==> config.mk <==
export PLATFORM = sky130hd
export DESIGN_NAME = prd_com_filter
export DESIGN_NICKNAME = d
export VERILOG_FILES = /design/src/rtl/prd_com_filter.sv
export SDC_FILE = /design/constraint.sdc
export NUM_CORES = 1
export LEC_CHECK = 0
export ABC_CLOCK_PERIOD_IN_PS = 3700
export BUFFER_PORTS_ARGS = -buffer_cell sky130_fd_sc_hd__buf_2
export CAP_MARGIN = 10
export CORE_ASPECT_RATIO = 1.1
export CORE_MARGIN = 3
export CORE_UTILIZATION = 40
export DETAILED_ROUTE_END_ITERATION = 10
export GPL_ROUTABILITY_DRIVEN = 0
export PLACE_DENSITY = 0.61
export SYNTH_ARGS = -nofsm -noshare
export SYNTH_HDL_FRONTEND = slang
export SYNTH_HIERARCHICAL = 1
export SYNTH_SLANG_ARGS = --single-unit
==> constraint.sdc <==
create_clock -name clk -period 3.7 [get_ports clk]
set_clock_uncertainty 0.2 [all_clocks]
set_input_delay 0 -clock clk [delete_from_list [all_inputs] [get_ports clk]]
set_output_delay 0 -clock clk [all_outputs]
set_load 0.02 [all_outputs]
==> src/rtl/prd_com_filter.sv <==
// prd_com_filter: per-channel glitch filter for optocoupler command inputs.
// Each channel has a two-flop synchronizer and a restart-on-agree counter.
// The synchronized level must differ from the output for FILTER_LEN edges
// before the output follows it. iBl == 0 forces all outputs inactive.
// Optional feature: define PRD_COM_IRQ_EN to add iAck/oIrq, a latched change
// interrupt.

module prd_com_filter_ch #(
  parameter int FILTER_LEN = 8
) (
  input  logic clk,
  input  logic iRes,
  input  logic iRaw,
  input  logic iBl,
  output logic oCom,
  output logic comNext
);
  localparam logic [7:0] LAST = 8'(FILTER_LEN - 1);

  logic       s1, s2;
  logic [7:0] cnt, cntNext;

  // Two-flop synchronizer; keeps running while blocked.
  always_ff @(posedge clk or negedge iRes) begin
    if (!iRes) begin
      s1 <= 1'b0;
      s2 <= 1'b0;
    end else begin
      s1 <= iRaw;
      s2 <= s1;
    end
  end

  // Next-state rule: block, restart when the input agrees, count, or commit.
  always_comb begin
    cntNext = cnt;
    comNext = oCom;
    if (!iBl) begin
      cntNext = '0;
      comNext = 1'b0;
    end else if (s2 == oCom) begin
      cntNext = '0;
    end else if (cnt == LAST) begin
      cntNext = '0;
      comNext = s2;
    end else begin
      cntNext = cnt + 8'd1;
    end
  end

  // Filter state registers.
  always_ff @(posedge clk or negedge iRes) begin
    if (!iRes) begin
      cnt  <= '0;
      oCom <= 1'b0;
    end else begin
      cnt  <= cntNext;
      oCom <= comNext;
    end
  end
endmodule

module prd_com_filter #(
  parameter int FILTER_LEN = 8,
  parameter int WIDTH      = 16
) (
  input  logic             clk,
  input  logic             iRes,
  input  logic [WIDTH-1:0] iComRaw,
  input  logic             iBl,
  output logic [WIDTH-1:0] oCom,
  output logic             oChange
`ifdef PRD_COM_IRQ_EN
  ,
  input  logic             iAck,
  output logic             oIrq
`endif
);
  logic [WIDTH-1:0] comNext;
  logic             chg;

  // One independent filter lane per command channel.
  for (genvar i = 0; i < WIDTH; i++) begin : gLane
    prd_com_filter_ch #(.FILTER_LEN(FILTER_LEN)) uCh (
      .clk    (clk),
      .iRes   (iRes),
      .iRaw   (iComRaw[i]),
      .iBl    (iBl),
      .oCom   (oCom[i]),
      .comNext(comNext[i])
    );
  end

  assign chg = |(comNext ^ oCom);

  // Change pulse is registered on the same edge the output moves.
  always_ff @(posedge clk or negedge iRes) begin
    if (!iRes) oChange <= 1'b0;
    else       oChange <= chg;
  end

`ifdef PRD_COM_IRQ_EN
  // Interrupt latch: a new change wins over a coincident acknowledge.
  always_ff @(posedge clk or negedge iRes) begin
    if (!iRes) oIrq <= 1'b0;
    else       oIrq <= chg | (oIrq & ~iAck);
  end
`endif
endmodule

-- Word level (Yosys, flattened, before mapping)
Index checks and enable logic that the tools add are counted.
- register bits after elaboration: 177
- input port bits: 19
- output and inout port bits: 17
- word-level logic and storage cells: 211
- $add $sub $neg: 16
- equal/unequal tests: 32
- mux-type cells: 96
- bitwise gates (word level): 1
- reduce and logical (&&, ||, !) cells: 1
- operators with widths (operator ; count):
    8-bit two-way mux ; 48
    8-bit by 1-bit adder with 8-bit output (second input constant) ; 16
    8-bit by 3-bit equality test with 1-bit output (second input constant) ; 16
    1-bit two-way mux ; 48
    1-bit equality test ; 16
    16-bit OR reduction ; 1
    16-bit bitwise XOR ; 1

-- Depth between registers and ports, before layout
Gate-level depths: netlist (run 1).
- word-level depth: 6
- depth in mapped cells: 7
- gate-level depth less buffers: 7

-- By module
Netlist (run 1), hierarchy kept.
- by module, submodules not included (module ; instances ; cells an instance ; area an instance (um^2) ; seq. area each (um^2)):
    prd_com_filter_ch ; 16 ; 44 ; 485.5 ; 275.3
    prd_com_filter ; 1 ; 22 ; 196.4 ; 25.0

-- Worst setup path before layout (run 1)
OpenSTA, ideal clock, no wires.
- path kind: register to register
- start point: register gLane[5].uCh.cnt[3]
- end point: register oChange
- library setup time: 140 ps
- arrival: 1909 ps
- required time: 3360 ps
- slack: 1451 ps
- stages on the path, launching flop included: 7
- path buffers: 0
- period minus slack after synthesis: 2249 ps
- path through: dfrtp_1 > or3_4 > or4b_1 > a21boi_1 > xor2_1 > nor4_1 > nand4_1
- longest elaborated chain between the ends: 6
- ends and longest elaborated chain (item ; line ; RTL):
    from (decl) ; 21 ; logic [7:0] cnt, cntNext;
    from (signal assigned) ; 57 ; cnt <= cntNext;
    8-bit by 3-bit equality test with 1-bit output ; 43 ; end else if (cnt == LAST) begin
    1-bit two-way mux ; 43 ;
    1-bit two-way mux ; 41 ; end else if (s2 == oCom) begin
    1-bit two-way mux ; 38 ; if (!iBl) begin
    via comNext[5] ; 79 ; logic [WIDTH-1:0] comNext;
    16-bit bitwise XOR ; 94 ; assign chg = |(comNext ^ oCom);
    16-bit OR reduction ; 94 ;
    via chg ; 80 ; logic chg;
    to (signal assigned) ; 99 ; else oChange <= chg;
    to (decl) ; 72 ; output logic oChange
The timed path passes the listed nets, and every way through them passes these cells.

-- Final worst setup path (run 1)
- start point: register gLane[4].uCh.cnt[3]
- end point: register oChange
- longest elaborated chain between the ends: 6
- ends and longest elaborated chain (item ; line):
    from (decl) ; 21
    from (signal assigned) ; 57
    8-bit by 3-bit equality test with 1-bit output ; 43
    1-bit two-way mux ; 43
    1-bit two-way mux ; 41
    1-bit two-way mux ; 38
    via comNext[4] ; 79
    16-bit bitwise XOR ; 94
    16-bit OR reduction ; 94
    via chg ; 80
The timed path passes the listed nets, and every way through them passes these cells.

==> results of run 1 <==
[final cells by class]
cell class              instances  area (sq um)
well taps                     247           309
clock inverters                 8           104
multi-input cells             533          3470
clock buffers                  23           488
repair buffers                 58           424
fillers                      1767         10000
inverters                      16          60.1
flip-flops and latches        177          4430
[registers in the layout (all words and copies together), names as in the netlist]
register        cells
gLane.uCh/cnt     128
gLane.uCh/oCom     16
gLane.uCh/s1       16
gLane.uCh/s2       16
oChange             1
[report_power, final]
part	switching [mW]	internal, mW
clock network	0.711	1.06
registers	0.0207	1.97
logic	0.0809	0.0482
total	0.813	3.08
[logic make-up (layout without fill, tap and decap cells)]
group	count (synthesis)	in the layout	share of synthesized area, %
buf+inv	16	105	0.754
compound gates	128	128	10.3
fa+ha+maj	16	16	2.51
xor+xnor	80	80	8.80
flops	177	177	55.6
simple gates	309	309	22.0
[per-layer routing]
layer | global-route usage [%] | share of wire, %
met5 | 0 | 0
met4 | 4.11 | 0.76
met3 | 3.67 | 3.1
met2 | 23.5 | 48
met1 | 18.6 | 48
[worst min path at each step]
stage                                     to        start  slack (ns)  depth (start not counted)
6_report       gLane[2].uCh/cnt[4]$_DFF_PN0_         iRes        0.01                          2
5_1_grt            gLane[6].uCh/s1$_DFF_PN0_   iComRaw[6]        0.01                          2
4_1_cts            gLane[6].uCh/s1$_DFF_PN0_   iComRaw[6]       0.002                          2
3_3_place_gp      gLane[12].uCh/s1$_DFF_PN0_  iComRaw[12]       -0.09                          1
3_5_place_dp       gLane[6].uCh/s1$_DFF_PN0_   iComRaw[6]       -0.09                          1
2_1_floorplan  gLane[0].uCh/cnt[0]$_DFF_PN0_         iRes       -0.50                          0
[metrics by stage]
step           hold slack (ns)  instance area [sq um]  util (%)  power, mW
2_1_floorplan           -0.496                   7960         -       2.07
5_1_grt                 0.0109                   9290      48.1       4.07
6_report                0.0109                   9290      48.1       3.90
3_3_place_gp           -0.0916                   8480      43.9       2.14
4_1_cts                0.00180                   9290      48.1       3.97
3_5_place_dp           -0.0907                   8480      43.9       2.14
[layout by cell type (no fill, tap or decap), drive strengths merged, types with 17 or more instances in the layout]
| cell | Yosys | routed |
|---|---|---|
| nand4 | 17 | 17 |
| o21ai | 48 | 48 |
| xor2 | 64 | 64 |
| buf | 0 | 35 |
| or3 | 64 | 64 |
| nand2 | 48 | 48 |
| clkbuf | 0 | 24 |
| nor3 | 32 | 32 |
| dlygate4sd3 | 0 | 22 |
| a211oi | 32 | 32 |
| nand3 | 48 | 48 |
| dfrtp | 177 | 177 |
| nor2 | 48 | 48 |
| nor4 | 20 | 20 |
[what timing repair did]
item | in CTS | in global routing
setup endpoints to repair | 0 | 0
hold endpoints to repair | 115 | 0
hold buffers | 22 | 0
==> impl_metrics.py, run 1 <==
metrics = {
    "timing": {
        "min_period_ns": 2.78,
        "rsz0062_at_grt": "no",
        "setup_slack_ns": 0.920,
        "fmax_ghz": 0.360,
        "setup_viol": 0,
        "drv_slew": 0,
        "worst_slew_pin_slew_ns": 0.928,
        "period_share_pct": 75.1,
        "setup-tns-final_ns": 0,
        "finalHoldViolCount": 0,
        "relSlewSlack_pct": 37.6,
    },
    "logic_synthesis": {
        "synthCells": 726,
        "synth.distinct_cells": 20,
        "synth_edf_count": 0,
        "synth_nets": 761,
        "yosysWarnings": 6,
        "syn_avg_cell_area_sq_um": 11.0,
        "yosys_most_used_dff": "dfrtp_1",
        "syn-cell-area_sq_mm": 0.00796,
        "synth_most_common_cell": "dfrtp_1",
        "ys_top_cells_by_count": "177 x dfrtp_1, 64 x xor2_1",
        "seq_area_frac_synth_pct": 55.6,
        "synth.top_cell.area_share_pct": 55.6,
        "yosysTopAreaCell": "dfrtp_1",
        "synthTopCellsByArea": "dfrtp_1 56%, xor2_1 7.0%, or3_1 3.8%, nand3_1 3.0%, o21ai_0 3.0%",
        "async_reset_ff_share_pct": 100,
        "ys_seq_elements": 177,
    },
    "placed_design": {
        "port_buffers": 35,
        "place_inst": 1009,
        "hpwl_mm": 9.46,
        "pre_cts_ws_ns": 0.927,
    },
    "setup_path": {
        "critPathTopFamily": "simple AND/OR/NAND/NOR gates",
        "critPathKind": "flop to flop",
        "path_buf_inv": 0,
        "r2r_cells": 6,
        "critical_path.startpoint_type": "flop",
        "worstSetupStartpoint": "gLane[4].uCh/cnt[3]$_DFF_PN0_",
        "slowest_stage": "nor4_1",
        "end_kind": "flop",
        "r2r-start": "gLane[4].uCh/cnt[3]$_DFF_PN0_",
        "ff2ff_setup_slack_ns": 0.92,
        "max_stage_delay_ns": 0.60,
        "critPathCapture": "oChange$_DFF_PN0_",
        "r2r_end": "oChange$_DFF_PN0_",
        "critPathArrivalTime_ns": 2.84,
        "critical_path.cell_chain": "or3_4 > or4b_1 > a21boi_1 > xor2_1 > nor4_1 > nand4_1",
        "required_ns": 3.76,
        "path_max_fanout": 6,
        "cp_num_cells": 6,
    },
    "power_and_ir_drop": {
        "irDropWorstVdd_mv": 0.296,
        "p_leak_nw": 3.96,
        "powerDensity_mw_per_mm2": 419,
    },
    "final_layout": {
        "syn_to_final_growth_pct": 16.6,
        "drive_gt1_share_pct": 9.94,
        "antenna_cells": 0,
        "final_nets": 838,
        "fin_cells": 1062,
    },
    "cts": {
        "cts_tree": "built",
        "postCtsSetupRepairBufs": 0,
        "clk_pin_slew_ns": 0.06,
        "clock_sinks": 177,
        "numCtsBuffers": 17,
        "clockBufferDepth": 2,
        "clock-root-buffer": "clkbuf_16",
        "cts_resized": 0,
        "htree_levels": 4,
        "worstSkewPairLatency_ns": 0.42,
    },
    "floorplanning": {
        "rows": 53,
        "die_w_microns": 141,
        "pin_count": 36,
        "die_area_sq_mm": 0.0216,
        "dieHeight_microns": 154,
        "core-area_sq_mm": 0.0193,
        "start_util_pct": 41.3,
    },
    "worst_hold_path": {
        "min_path_type": "input pin to async pin",
    },
    "route": {
        "ant_nets": 0,
        "dr_total_vias": 5629,
        "drc_errors": 0,
        "viasPerCell": 5.30,
        "totalWireLength_mm": 14.6,
        "dr.first_iter.drc_count": 260,
        "dr.pass1.iters": 4,
        "wl_per_cell_microns": 13.7,
    },
    "global_route": {
        "grt_pass1_wl_mm": 25.6,
        "grt_max_degree": 101,
        "grt_util_all_layers_pct": 14.2,
        "antenna_found_initial": 0,
        "grt-ovfl-total": 0,
        "grt_pass1_vias": 5537,
    },
    "run_status": {
        "outcome": "finished, final reports clean",
    },
    "job": {
        "cap_violations": 0,
    },
}
(Power assumes the default switching activity.)
==> run 2, diff against run 1 <==
--- a/config.mk
+++ b/config.mk
@@ -5,7 +5,7 @@
 export SDC_FILE = /design/constraint.sdc
 export NUM_CORES = 1
 export LEC_CHECK = 0
-export ABC_CLOCK_PERIOD_IN_PS = 3700
+export ABC_CLOCK_PERIOD_IN_PS = 2800
 export BUFFER_PORTS_ARGS = -buffer_cell sky130_fd_sc_hd__buf_2
 export CAP_MARGIN = 10
 export CORE_ASPECT_RATIO = 1.1
==> constraint.sdc (replaced) <==
create_clock -name clk -period 2.8 [get_ports clk]
set_clock_uncertainty 0.2 [all_clocks]
set_input_delay 0 -clock clk [delete_from_list [all_inputs] [get_ports clk]]
set_output_delay 0 -clock clk [all_outputs]
set_load 0.02 [all_outputs]
==> impl_metrics.py, run 2 (synthesized netlist as in run 1, its figures left out) <==
metrics = {
    "run_status": {
        "outcome": "finished, final reports clean",
    },
    "final_layout": {
        "layout_commonest_cell": "dfrtp_1",
        "fin_cells": 1084,
        "largest_register_ffs": 128,
        "drive_gt1_share_pct": 11.4,
        "syn_to_final_growth_pct": 18.9,
        "fin_area_sq_mm": 0.00947,
        "regMostFlops": "gLane.uCh/cnt",
        "most-common-layout-cells": "177 x dfrtp_1, 64 x xor2_1",
        "antenna_cells": 0,
        "final_nets": 859,
        "fill_cells": 1736,
    },
    "global_route": {
        "grt_util_all_layers_pct": 14.6,
        "grt_pass1_vias": 5547,
        "grt-ovfl-total": 0,
        "grt_max_degree": 77,
        "grt_pass1_wl_mm": 26.0,
        "antenna_found_initial": 0,
    },
    "route": {
        "dr.first_iter.drc_count": 359,
        "viasPerCell": 5.33,
        "drc_errors": 0,
        "dr.pass1.iters": 4,
        "wl_per_cell_microns": 13.7,
        "totalWireLength_mm": 14.9,
        "dr_total_vias": 5777,
        "ant_nets": 0,
    },
    "cts": {
        "cts_tree": "built",
        "postCtsSetupRepairBufs": 0,
        "clock-root-buffer": "clkbuf_16",
        "worstSkewPairLatency_ns": 0.43,
        "numCtsBuffers": 17,
        "clk_pin_slew_ns": 0.07,
        "clock_sinks": 177,
        "htree_levels": 4,
        "clockBufferDepth": 2,
    },
    "timing": {
        "setup-tns-final_ns": 0,
        "hold_slack_ns": 0.0178,
        "fmax_ghz": 0.375,
        "period_share_pct": 95.2,
        "setup_viol": 0,
        "drv_slew": 0,
        "finalHoldViolCount": 0,
        "relSlewSlack_pct": 39.0,
        "worst_slew_pin_slew_ns": 0.907,
        "min_period_ns": 2.67,
        "rsz0062_at_grt": "no",
        "setup_slack_ns": 0.135,
    },
    "setup_path": {
        "max_stage_delay_ns": 0.49,
        "critical_path.startpoint_type": "flop",
        "critPathKind": "flop to flop",
        "end_kind": "flop",
        "r2r-start": "gLane[2].uCh/cnt[3]$_DFF_PN0_",
        "slowest_stage": "nor4_1",
        "critical_path.cell_chain": "or3_4 > or4b_1 > a21boi_1 > xor2_1 > nor4_1 > nand4_1",
        "required_ns": 2.87,
        "path_max_fanout": 6,
        "critPathArrivalTime_ns": 2.74,
        "worstSetupStartpoint": "gLane[2].uCh/cnt[3]$_DFF_PN0_",
    },
    "placed_design": {
        "port_buffers": 35,
        "place_inst": 1019,
        "hpwl_mm": 9.87,
        "postPlaceCellArea_sq_mm": 0.00855,
        "pre_cts_ws_ns": 0.186,
    },
    "power_and_ir_drop": {
        "powerDensity_mw_per_mm2": 542,
        "irDropWorstVdd_mv": 0.447,
        "p_leak_nw": 4.05,
    },
    "floorplanning": {
        "dieHeight_microns": 154,
        "rows": 53,
        "core-area_sq_mm": 0.0193,
        "pin_count": 36,
        "start_util_pct": 41.3,
        "die_w_microns": 141,
        "die_area_sq_mm": 0.0216,
    },
    "worst_hold_path": {
        "hp-start": "iComRaw[8]",
        "min_path_type": "input pin to flop",
    },
    "job": {
        "cap_violations": 0,
    },
}
[run 2: cell types whose count changed in the layout (fill, tap and decap cells not counted), sizes merged]
cell	before	now
inv	16	21
clkinv	5	4
dlygate4sd3	22	33
clkinvlp	1	3
buf	35	45
bufinv	2	1
clkbuf	24	20
[run 2: final timing paths]
check	to	slack, ns	cells past startpoint
setup / recovery	oChange$_DFF_PN0_	0.13	6
max in group asynchronous	gLane[15].uCh/cnt[1]$_DFF_PN0_	1.04	4
min in group asynchronous	gLane[2].uCh/cnt[5]$_DFF_PN0_	0.49	3
setup reg to reg	oChange$_DFF_PN0_	0.13	6
hold / removal	gLane[8].uCh/s1$_DFF_PN0_	0.02	2
hold reg to reg	gLane[10].uCh/s2$_DFF_PN0_	0.15	0
[run 2: through the flow]
step	power, mW	util, %
2_1_floorplan	2.73	-
3_3_place_gp	2.84	44.3
3_5_place_dp	2.84	44.3
4_1_cts	5.21	49.0
5_1_grt	5.35	49.1
6_report	5.14	49.1
[run 2: what timing repair did]
| action | 4_1_cts | 5_1_grt |
|---|---|---|
| endpoints found under the hold margin | 197 | 0 |
| gates resized for setup | 0 | 1 |
| setup endpoints to repair | 0 | 1 |
| hold buffers | 33 | 0 |
[run 2: area by class of cell]
type	count	area [sq um]	area share, %
flip-flops and latches	177	4430	46.8
multi-input cells	533	3480	36.8
clock buffers	19	453	4.78
clock inverters	13	126	1.33
well taps	247	309	3.26
inverters	16	60.1	0.634
repair buffers	79	609	6.44
[run 2: power breakdown]
group          switching [mW]  internal [mW]  leakage, nW
combinational           0.109         0.0765         1.39
sequential             0.0285           2.60         2.38
clock                    1.03           1.29        0.279
[run 2: routing by layer]
metal  vias to the layer above  GRT usage, %  share of wire, %
li1                       2894             -                 -
met1                      2802          19.6                49
met2                        68          22.9                46
met3                        13          3.98               3.3
met4                         0          4.61               1.2
met5                         -             0                 0
[run 2: worst max-delay path: cells and delay by family (launching register included)]
family           cells  cell delay, ns
AND/OR/NAND/NOR      4            1.54
flip-flops           1            0.44
AO/OA/AOI/OAI        1            0.23
XOR/XNOR             1            0.10
